## src/rtl/uart_tx_sched_pkg.sv

```systemverilog
// Shared types and helpers for the uart_tx_sched scheduler.
// Holds the FSM state encoding, the default byte width and the round-robin wrap helper.
// No ports; imported by the arbiter and the top.
package uart_tx_sched_pkg;

  typedef enum logic [1:0] {
    ST_IDLE  = 2'd0,
    ST_GRANT = 2'd1,
    ST_SEND  = 2'd2,
    ST_GAP   = 2'd3
  } state_e;

  localparam int DEF_DW = 8;

  // Index following idx in a ring of n requesters.
  function automatic int unsigned rr_next(input int unsigned idx, input int unsigned n);
    return (idx + 32'd1 >= n) ? 32'd0 : idx + 32'd1;
  endfunction

endpackage

```

## src/rtl/uart_tx_sched_if.sv

```systemverilog
// Bundle of requester-side and serializer-side signals of uart_tx_sched.
// slave: the scheduler (takes valid/data/last/done, drives ready/tx_req/tx_data/grant/busy).
// master: the environment (requesters plus uart_tx), directions mirrored.
interface uart_tx_sched_if #(
  parameter int NREQ = 4,
  parameter int DW   = 8
);
  logic [NREQ-1:0]    req_valid_i;
  logic [NREQ*DW-1:0] req_data_i;
  logic [NREQ-1:0]    req_last_i;
  logic [NREQ-1:0]    req_ready_o;
  logic               tx_req_o;
  logic [DW-1:0]      tx_data_o;
  logic               tx_done_i;
  logic [NREQ-1:0]    grant_o;
  logic               busy_o;

  modport slave (
    input  req_valid_i, req_data_i, req_last_i, tx_done_i,
    output req_ready_o, tx_req_o, tx_data_o, grant_o, busy_o
  );

  modport master (
    output req_valid_i, req_data_i, req_last_i, tx_done_i,
    input  req_ready_o, tx_req_o, tx_data_o, grant_o, busy_o
  );
endinterface

```

## src/rtl/uart_tx_sched_rr_arbiter.sv

```systemverilog
// Rotate-priority arbiter: lowest requesting index at or above ptr, wrapping mod NREQ.
// Latency: purely combinational. Backpressure: none, it only picks a winner.
// Ports: req (requests), ptr (priority start) -> gnt (one-hot), idx (winner index), any (a winner exists).
module uart_tx_sched_rr_arbiter #(
  parameter int NREQ = 4,
  parameter int PW   = $clog2(NREQ)
) (
  input  logic [NREQ-1:0] req,
  input  logic [PW-1:0]   ptr,
  output logic [NREQ-1:0] gnt,
  output logic [PW-1:0]   idx,
  output logic            any
);

  int          cand;
  logic [PW-1:0] cand_w;

  always_comb begin
    gnt    = '0;
    idx    = '0;
    any    = 1'b0;
    cand   = 0;
    cand_w = '0;
    for (int i = 0; i < NREQ; i++) begin
      cand = int'(ptr) + i;
      if (cand >= NREQ) cand = cand - NREQ;
      cand_w = PW'(cand);
      if (!any && req[cand_w]) begin
        any         = 1'b1;
        idx         = cand_w;
        gnt[cand_w] = 1'b1;
      end
    end
  end

endmodule

```

## src/rtl/uart_tx_sched.sv

```systemverilog
// Round-robin scheduler sharing one uart_tx serializer between NREQ byte-stream requesters.
// Latency: valid in IDLE -> ready pulse next clock -> tx_req 2 clocks later; locked stream GAP_CYC+2 from done.
// Backpressure: a requester holds valid/data/last until its 1-cycle ready pulse; bytes wait while a frame runs.
// Ports: clk_i, reset_i (async, active-high); bus (slave) carries req_valid/data/last/ready, tx_req/data/done, grant, busy.
module uart_tx_sched
  import uart_tx_sched_pkg::*;
#(
  parameter int NREQ      = 4,
  parameter int DW        = DEF_DW,
  parameter int GAP_CYC   = 2,
  parameter int STALL_CYC = 1024
) (
  input  logic           clk_i,
  input  logic           reset_i,
  uart_tx_sched_if.slave bus
);

  localparam int PW = $clog2(NREQ);
  localparam int GW = $clog2(GAP_CYC + 1);
  localparam int SW = $clog2(STALL_CYC + 1);

  state_e          state_q, state_d;
  logic [PW-1:0]   ptr_q, ptr_d;
  logic [PW-1:0]   owner_q, owner_d;
  logic            lock_q, lock_d;
  logic [NREQ-1:0] grant_q, grant_d;
  logic [NREQ-1:0] ready_q, ready_d;
  logic            tx_req_q, tx_req_d;
  logic [DW-1:0]   data_q, data_d;
  logic            busy_q, busy_d;
  logic [GW-1:0]   gap_q, gap_d;
  logic [SW-1:0]   stall_q, stall_d;
  logic            done_q;

  logic [NREQ-1:0] arb_gnt;
  logic [PW-1:0]   arb_idx;
  logic            arb_any;
  logic            owner_vld;
  logic            done_rise;
  logic [PW-1:0]   ptr_after_owner;

  uart_tx_sched_rr_arbiter #(.NREQ(NREQ), .PW(PW)) u_arb (
    .req (bus.req_valid_i),
    .ptr (ptr_q),
    .gnt (arb_gnt),
    .idx (arb_idx),
    .any (arb_any)
  );

  assign owner_vld       = bus.req_valid_i[owner_q];
  // Edge detect makes a level-style done count exactly once per frame.
  assign done_rise       = bus.tx_done_i & ~done_q;
  assign ptr_after_owner = PW'(rr_next(32'(owner_q), NREQ));

  always_comb begin
    state_d  = state_q;
    ptr_d    = ptr_q;
    owner_d  = owner_q;
    lock_d   = lock_q;
    grant_d  = grant_q;
    ready_d  = '0;
    tx_req_d = tx_req_q;
    data_d   = data_q;
    gap_d    = gap_q;
    stall_d  = stall_q;

    unique case (state_q)
      ST_IDLE: begin
        if (!lock_q) begin
          stall_d = '0;
          if (arb_any) begin
            owner_d = arb_idx;
            grant_d = arb_gnt;
            ready_d = arb_gnt;
            state_d = ST_GRANT;
          end
        end else if (owner_vld) begin
          // Locked packet resumes: only the owner may continue.
          stall_d = '0;
          ready_d = grant_q;
          state_d = ST_GRANT;
        end else if (stall_q == SW'(STALL_CYC - 1)) begin
          // Owner went quiet too long: abandon the packet and move priority past it.
          lock_d  = 1'b0;
          stall_d = '0;
          ptr_d   = ptr_after_owner;
          grant_d = '0;
        end else begin
          stall_d = stall_q + SW'(1);
        end
      end
      ST_GRANT: begin
        data_d   = bus.req_data_i[owner_q*DW +: DW];
        lock_d   = ~bus.req_last_i[owner_q];
        stall_d  = '0;
        tx_req_d = 1'b1;
        state_d  = ST_SEND;
      end
      ST_SEND: begin
        if (done_rise) begin
          tx_req_d = 1'b0;
          gap_d    = '0;
          state_d  = ST_GAP;
        end
      end
      ST_GAP: begin
        if (gap_q == GW'(GAP_CYC - 1)) begin
          gap_d = '0;
          if (lock_q && owner_vld) begin
            ready_d = grant_q;
            state_d = ST_GRANT;
          end else if (lock_q) begin
            state_d = ST_IDLE;
          end else begin
            ptr_d   = ptr_after_owner;
            grant_d = '0;
            state_d = ST_IDLE;
          end
        end else begin
          gap_d = gap_q + GW'(1);
        end
      end
      default: state_d = ST_IDLE;
    endcase

    busy_d = (state_d != ST_IDLE);
  end

  always_ff @(posedge clk_i or posedge reset_i) begin
    if (reset_i) begin
      state_q  <= ST_IDLE;
      ptr_q    <= '0;
      owner_q  <= '0;
      lock_q   <= 1'b0;
      grant_q  <= '0;
      ready_q  <= '0;
      tx_req_q <= 1'b0;
      data_q   <= '0;
      busy_q   <= 1'b0;
      gap_q    <= '0;
      stall_q  <= '0;
      done_q   <= 1'b0;
    end else begin
      state_q  <= state_d;
      ptr_q    <= ptr_d;
      owner_q  <= owner_d;
      lock_q   <= lock_d;
      grant_q  <= grant_d;
      ready_q  <= ready_d;
      tx_req_q <= tx_req_d;
      data_q   <= data_d;
      busy_q   <= busy_d;
      gap_q    <= gap_d;
      stall_q  <= stall_d;
      done_q   <= bus.tx_done_i;
    end
  end

  assign bus.req_ready_o = ready_q;
  assign bus.tx_req_o    = tx_req_q;
  assign bus.tx_data_o   = data_q;
  assign bus.grant_o     = grant_q;
  assign bus.busy_o      = busy_q;

endmodule

```

## src/flat_wrapper.sv

```systemverilog
// flat-port wrapper written by rule: the top's interface ports become plain ports
module uart_tx_sched_flat import uart_tx_sched_pkg::*;
#(
  parameter int NREQ      = 4,
  parameter int DW        = DEF_DW,
  parameter int GAP_CYC   = 2,
  parameter int STALL_CYC = 1024
)
  (clk_i, reset_i, bus_req_valid_i, bus_req_data_i, bus_req_last_i, bus_tx_done_i, bus_req_ready_o, bus_tx_req_o, bus_tx_data_o, bus_grant_o, bus_busy_o);
  uart_tx_sched_if #(.NREQ(NREQ), .DW(DW)) bus_i ();
  input  logic clk_i;
  input  logic reset_i;
  input wire logic [$bits(bus_i.req_valid_i)-1:0] bus_req_valid_i;
  input wire logic [$bits(bus_i.req_data_i)-1:0] bus_req_data_i;
  input wire logic [$bits(bus_i.req_last_i)-1:0] bus_req_last_i;
  input wire logic [$bits(bus_i.tx_done_i)-1:0] bus_tx_done_i;
  output wire logic [$bits(bus_i.req_ready_o)-1:0] bus_req_ready_o;
  output wire logic [$bits(bus_i.tx_req_o)-1:0] bus_tx_req_o;
  output wire logic [$bits(bus_i.tx_data_o)-1:0] bus_tx_data_o;
  output wire logic [$bits(bus_i.grant_o)-1:0] bus_grant_o;
  output wire logic [$bits(bus_i.busy_o)-1:0] bus_busy_o;
  assign bus_i.req_valid_i = bus_req_valid_i;
  assign bus_i.req_data_i = bus_req_data_i;
  assign bus_i.req_last_i = bus_req_last_i;
  assign bus_i.tx_done_i = bus_tx_done_i;
  assign bus_req_ready_o = bus_i.req_ready_o;
  assign bus_tx_req_o = bus_i.tx_req_o;
  assign bus_tx_data_o = bus_i.tx_data_o;
  assign bus_grant_o = bus_i.grant_o;
  assign bus_busy_o = bus_i.busy_o;
  uart_tx_sched #(.NREQ(NREQ), .DW(DW), .GAP_CYC(GAP_CYC), .STALL_CYC(STALL_CYC)) u_core (.clk_i(clk_i), .reset_i(reset_i), .bus(bus_i));
endmodule
```

## config.mk

```make
export PLATFORM = sky130hd
export DESIGN_NAME = uart_tx_sched_flat
export DESIGN_NICKNAME = d
export VERILOG_FILES = /design/src/rtl/uart_tx_sched_pkg.sv /design/src/rtl/uart_tx_sched_if.sv /design/src/rtl/uart_tx_sched_rr_arbiter.sv /design/src/rtl/uart_tx_sched.sv /design/src/flat_wrapper.sv
export SDC_FILE = /design/constraint.sdc
export NUM_CORES = 1
export LEC_CHECK = 0
export CORE_AREA = 10 10 79 81
export DETAILED_ROUTE_END_ITERATION = 8
export DIE_AREA = 0 0 89 91
export DONT_BUFFER_PORTS = 1
export GPL_ROUTABILITY_DRIVEN = 0
export GPL_TIMING_DRIVEN = 1
export HOLD_SLACK_MARGIN = 0.08
export PLACE_DENSITY = 0.71
export SETUP_SLACK_MARGIN = 0.1
export SYNTH_ARGS = -nofsm -noshare
export SYNTH_HDL_FRONTEND = slang
export SYNTH_SLANG_ARGS = --single-unit
```

## constraint.sdc

```tcl
create_clock -name clk_i -period 6.3 [get_ports clk_i]
set_input_delay 1.26 -clock clk_i [delete_from_list [all_inputs] [get_ports clk_i]]
set_output_delay 1.26 -clock clk_i [all_outputs]
set_load 0.005 [all_outputs]
```

After elaboration in Yosys (flattened, before gate mapping)
Cells that the tools add are included.
{"block": "classes", "bitwise": 7, "n_reduce_logical": 22, "magnitude_cmp": 14, "n_eq_ne": 15, "n_shift": 1, "add_sub_neg": 10, "muxes": 78}
{"operator": "4-bit 2-to-1 mux", "n": 16}
{"operator": "2-bit 2-to-1 mux", "n": 22}
{"operator": "11-bit 2-to-1 mux", "n": 3}
{"operator": "32-bit by 6-bit variable part select with 8-bit output", "n": 1}
{"operator": "11-bit case mux with 2 select lines", "n": 1}
{"operator": "1-bit 2-to-1 mux", "n": 19}
{"operator": "4-bit case mux with 2 select lines", "n": 2}
{"operator": "2-bit by 3-bit < comparator with 1-bit output (second input constant)", "n": 5}
{"operator": "7-bit AND reduction", "n": 2}
{"operator": "1-bit binary-select mux with 2-bit select", "n": 6}
{"operator": "3-bit >= comparator (second input constant)", "n": 4}
{"operator": "4-bit OR", "n": 3}
{"operator": "11-bit by 1-bit adder with 11-bit output (second input constant)", "n": 1}
{"operator": "11-bit by 10-bit equality test with 1-bit output (second input constant)", "n": 1}
{"operator": "2-bit nonzero test", "n": 5}
{"operator": "1-bit demux with 2-bit select", "n": 4}
{"operator": "2-bit by 1-bit >= comparator with 1-bit output (second input constant)", "n": 4}
{"operator": "1-bit logical AND", "n": 8}
{"operator": "2-bit by 1-bit inequality test with 1-bit output (second input constant)", "n": 4}
{"operator": "2-bit case mux with 2 select lines", "n": 2}
{"operator": "2-bit case mux with 4 select lines", "n": 1}
{"operator": "2-bit by 1-bit subtractor with 2-bit output (second input constant)", "n": 4}
{"operator": "2-bit by 1-bit adder with 3-bit output (second input constant)", "n": 2}
{"operator": "2-bit by 2-bit adder with 3-bit output (second input constant)", "n": 2}
{"operator": "other kinds (14)", "n": 25}
{"block": "word_totals", "output_inout_bits": 18, "input_bits": 43, "wordCells": 159, "regBits": 39}

Depth between registers and ports, before layout
{"block": "logic_depth", "ltp_word": 18, "depth_mapped": 8, "mapped_depth_nobuf": 7}

By module
A second synthesis with hierarchy kept.
{"block": "unflattened", "hier_cells": 230, "hier_area_um2": 2526.2}
{"module": "uart_tx_sched", "area_per_inst_um2": 2104.5, "seq_area_each_um2": 975.9, "cells_per_inst": 185, "instances": 1}
{"module": "uart_tx_sched_rr_arbiter", "area_per_inst_um2": 421.7, "seq_area_each_um2": 0.0, "cells_per_inst": 45, "instances": 1}

Least setup slack after synthesis
OpenSTA, ideal clock, no wires.
{"block": "synth_timing", "path_type": "in2reg", "startpoint": "input port bus_req_valid_i[3]", "endpoint": "register u_core.stall_q[5]", "n_path_buf": 0, "required_ns": 6.234, "slack_ns": 3.434, "arrival_ns": 2.800, "setup_time_ns": 0.066, "stages": 5, "path_cell_list": "mux4_2 or4b_4 or2_1 o22ai_1 a22o_1"}
{"block": "synth_between", "elab_chain_len": 5}
{"element": "from (decl)", "line": "flat_wrapper.sv:13", "source": "input wire logic [$bits(bus_i.req_valid_i)-1:0] bus_req_valid_i;"}
{"element": "1-bit binary-select mux with 2-bit select", "line": "uart_tx_sched.sv:50", "source": "assign owner_vld = bus.req_valid_i[owner_q];"}
{"element": "1-bit 2-to-1 mux (implied by the code)", "line": "uart_tx_sched.sv:50"}
{"element": "11-bit 2-to-1 mux", "line": "uart_tx_sched.sv:77", "source": "end else if (owner_vld) begin"}
{"element": "11-bit 2-to-1 mux", "line": "uart_tx_sched.sv:69", "source": "if (!lock_q) begin"}
{"element": "11-bit case mux with 2 select lines", "line": "uart_tx_sched.sv:67", "source": "unique case (state_q)"}
{"element": "to (signal assigned)", "line": "uart_tx_sched.sv:154", "source": "stall_q <= stall_d;"}
{"element": "to (decl)", "line": "uart_tx_sched.sv:32", "source": "logic [SW-1:0] stall_q, stall_d;"}
No other way between the ends. The select of a mux whose other input is x is not followed.
A chain may end at the register's enable or synchronous reset.

Worst setup path after layout
{"block": "layout_timing", "startpoint": "register u_core.ptr_q[0]", "endpoint": "register u_core.ready_q[1] (netlist: u_core.bus.req_ready_o[1])"}
{"block": "layout_between", "elab_chain_len": 17, "elab_cells_between_ends": 63, "classes_between": "add/sub: 7; order compare: 12; mux: 31; bitwise: 3; reduce/logical: 10"}
{"element": "from (decl)", "line": "uart_tx_sched.sv:23", "source": "logic [PW-1:0] ptr_q, ptr_d;"}
{"element": "from (signal assigned)", "line": "uart_tx_sched.sv:145", "source": "ptr_q <= ptr_d;"}
{"element": "branches (longest 14 deep; another with 2-bit by 1-bit adder with 3-bit output)"}
{"element": "4-bit 2-to-1 mux (*)", "line": "uart_tx_sched.sv:71", "source": "if (arb_any) begin"}
{"element": "4-bit 2-to-1 mux (*)", "line": "uart_tx_sched.sv:69"}
{"element": "4-bit case mux with 2 select lines (*)", "line": "uart_tx_sched.sv:67"}
{"element": "net u_core.ready_d[1]", "line": "uart_tx_sched.sv:27", "source": "logic [NREQ-1:0] ready_q, ready_d;"}
{"element": "to (signal assigned)", "line": "uart_tx_sched.sv:149", "source": "ready_q <= ready_d;"}
{"element": "to (decl)", "line": "uart_tx_sched.sv:27"}
Mark *: on every way through the listed nets, which the timed path passes. The select of a mux whose other input is x is not followed.

==> flow_metrics.env <==
export IMPL_place_ws_ps=3230
export IMPL_crit_arrival_ps=3250
export IMPL_numClockSinks=39
export IMPL_num_vias=1818
export IMPL_avgViaCountPerCell=6.45
export IMPL_holdPathEnd="u_core.stall_q[10]"
export IMPL_port_buffers=0
export IMPL_path_cells="inv_1, ha_1, mux4_2, nor4_2, nand2b_1, nor2_1, a22o_1"
export IMPL_core_um2=4660
export IMPL_first_iter_violations=118
export IMPL_setup_violations=0
export IMPL_p_leak_nw=1.08
export IMPL_min_path_cells=1
export IMPL_cp_buffers_inverters=1
export IMPL_grt_max_degree=40
export IMPL_tightest_slew_ps=837
export IMPL_max_freq_mhz=325
export IMPL_synth_seq_cells=39
export IMPL_h_tree_depth=2
export IMPL_relSlewSlack_pct=44.0
export IMPL_antennaDiodeCount=0
export IMPL_rsz0062_at_grt="false"
export IMPL_crit_fanout=16
export IMPL_status="complete, no violations"
export IMPL_synth_distinct_cells=43
export IMPL_r2r_start="u_core.ptr_q[0]"
export IMPL_layout_commonest_cell="dfrtp_1"
export IMPL_synth_edf_count=0
export IMPL_cap_violations=0
export IMPL_synth_net_count=284
export IMPL_fp_row_count=25
export IMPL_synth_largest_area_cell="dfrtp_1"
export IMPL_ys_flop_type="dfrtp_1"
export IMPL_grt_pass1_wl_um=9180
export IMPL_initial_core_util_pct=53.5
export IMPL_netlist_instances=228
export IMPL_end_kind="register"
export IMPL_fin_skew_ps=4.41
export IMPL_synth_seq_area_share_pct=39.2
export IMPL_clk_latency_ps=280
export IMPL_ys_async_sr_fraction_pct=100
export IMPL_track_usage_pct=14.0
export IMPL_cts_buffer_depth=2
export IMPL_tritoncts="yes"
export IMPL_final_util_pct=56.0
export IMPL_drt_pass1_iterations=4
export IMPL_pwr_share_comb_pct=50.9
export IMPL_post_route_min_period_ps=3080
export IMPL_layout_common_cells="dfrtp_1, nor2_1, nand2_1, mux4_2"
export IMPL_die_area_um2=8100
export IMPL_worst_setup_path_type="reg2reg"
export IMPL_r2r_end="u_core.bus.req_ready_o[1]"
export IMPL_ff2ff_setup_slack_ps=3220
export IMPL_path_delay_family="simple AND/OR/NAND/NOR gates"
export IMPL_cts_hold_buf=0
export IMPL_swShare_pct=41.1
export IMPL_cts_resized=0
export IMPL_clkPwrFrac_pct=12.2
export IMPL_hold_ws_ps=507
export IMPL_intPower_mw=0.720
export IMPL_wl_met2_um=2360
export IMPL_met3WireLength_um=711
export IMPL_grt_pass1_vias=1860
export IMPL_die_height_um=91
export IMPL_syn_area_per_cell_um2=10.9
export IMPL_slew_viol_final=0
export IMPL_tns_ps=0
export IMPL_final_area_um2=2610
export IMPL_io_pins=61
export IMPL_post_cts_buffers=0
export IMPL_slowest_stage="dfrtp_1"
export IMPL_vdd_drop_max_mv=0.261
export IMPL_wirelength_met1_um=2300
export IMPL_fin_ws_ps=3220
export IMPL_area_growth_pct=4.72
export IMPL_wire_per_inst_um=19.3
export IMPL_antenna_left=0
export IMPL_detailed_place_hpwl_um=4120
export IMPL_overflow=0
export IMPL_die_w_um=89
export IMPL_seq_power_share_pct=36.9
export IMPL_drive_above_1_share_pct=17.1
export IMPL_antenna_found_initial=0
export IMPL_start_kind="register"
export IMPL_top_layer="met4"
export IMPL_fin_nets=285
export IMPL_finalHoldViolations=0
export IMPL_critical_path_required_ps=6470
export IMPL_drt_wl_total_um=5440
export IMPL_cts_root_buffer="clkbuf_8"
export IMPL_ys_top_cells_by_area="dfrtp_1, mux4_2, ha_1"
export IMPL_cts_buffers=5
export IMPL_min_from="u_core.stall_q[10]"
export IMPL_drc=0
export IMPL_dpl_cell_area_um2=2540
export IMPL_synth_top_area_share_pct=39.2
export IMPL_power_density_nw_per_um2=468
export IMPL_clk_pin_slew_worst_paths_ps=60
export IMPL_yosysWarnings=0
export IMPL_max_stage_delay_ps=700
export IMPL_synth_area_um2=2490
export IMPL_fin_crit_sh_pct=48.9
export IMPL_hold_class="reg2reg"
export IMPL_switchingPower_mw=0.502
export IMPL_rr_worst_depth=7
[through the flow]
step,std cells,total power [mW]
final,282,1.22
after global routing,282,1.34
after CTS,282,1.23
after detailed placement,276,1.08
after global placement,276,1.07
after floorplan,228,0.955
[kinds of logic after synthesis]
logic type               Yosys count  synth area share (%)
adder cells (fa/ha/maj)           13                  6.53
XOR/XNOR                           1                 0.351
AO/OA/AOI/OAI                     59                  16.8
buffers and inverters             15                  2.41
AND/OR/NAND/NOR                   73                  15.9
multiplexers                      28                  18.9
flip-flops                        39                  39.2
[worst max path at each step]
stage / startpoint / end / cells past startpoint
after floorplan: bus_req_valid_i[3] / u_core.stall_q[5] / 5
after global routing: u_core.ptr_q[0] / u_core.bus.req_ready_o[0] / 7
final: u_core.ptr_q[0] / u_core.bus.req_ready_o[1] / 7
after global placement: u_core.ptr_q[0] / u_core.bus.req_ready_o[0] / 7
after CTS: u_core.ptr_q[0] / u_core.bus.req_ready_o[0] / 7
after detailed placement: u_core.ptr_q[0] / u_core.bus.req_ready_o[0] / 7
[state kept, by name, summed over array words and instances (netlist names)]
register and cells:
u_core.owner_q 2, u_core.gap_q 2, u_core.lock_q 1, u_core.bus.busy_o 1
u_core.bus.tx_data_o 8, u_core.bus.tx_req_o 1, u_core.bus.grant_o 4, u_core.ptr_q 2
u_core.done_q 1, u_core.bus.req_ready_o 4, u_core.state_q 2, u_core.stall_q 11
[power groups by stage]
stage	registers (mW)	clock network, mW	logic [mW]
final	0.450	0.150	0.622
after global routing	0.472	0.165	0.701
after CTS	0.454	0.155	0.622
after detailed placement	0.457	0	0.619
after global placement	0.456	0	0.612
after floorplan	0.394	0	0.561
[cell usage after synthesis, types with 2 or more instances]
cell type and number:
nand2b_1 4, mux2_2 12, mux2i_1 2, a22o_1 12
a221oi_1 4, nand2_1 15, mux4_2 14, o21ai_0 13
clkbuf_1 5, a32o_1 2, o22ai_1 2, or2_2 2
nor4_2 2, nand3_1 4, o2bb2ai_1 4, nand3b_1 2
dfrtp_1 39, inv_1 8, nor3_1 7, nor2b_1 11
or3_1 2, a21oi_1 8, o21a_1 3, ha_1 13
o31ai_1 5, nor2_1 16
[area by class of cell]
class / instances / area, um2
clock buffers: 6 / 72.6
flip-flops and latches: 39 / 976
repair buffers: 1 / 7.51
inverters: 8 / 30.0
fillers: 383 / 2050
well taps: 54 / 67.6
multi-input cells: 174 / 1460
[metal layers]
metal | track usage [%] | vias up
met3 | 8.67 | 7
met2 | 19.5 | 71
met4 | 4.24 | 0
met5 | 0 | -
met1 | 17.4 | 878
li1 | - | 862
No activity file was read; power rests on OpenSTA's default activity.
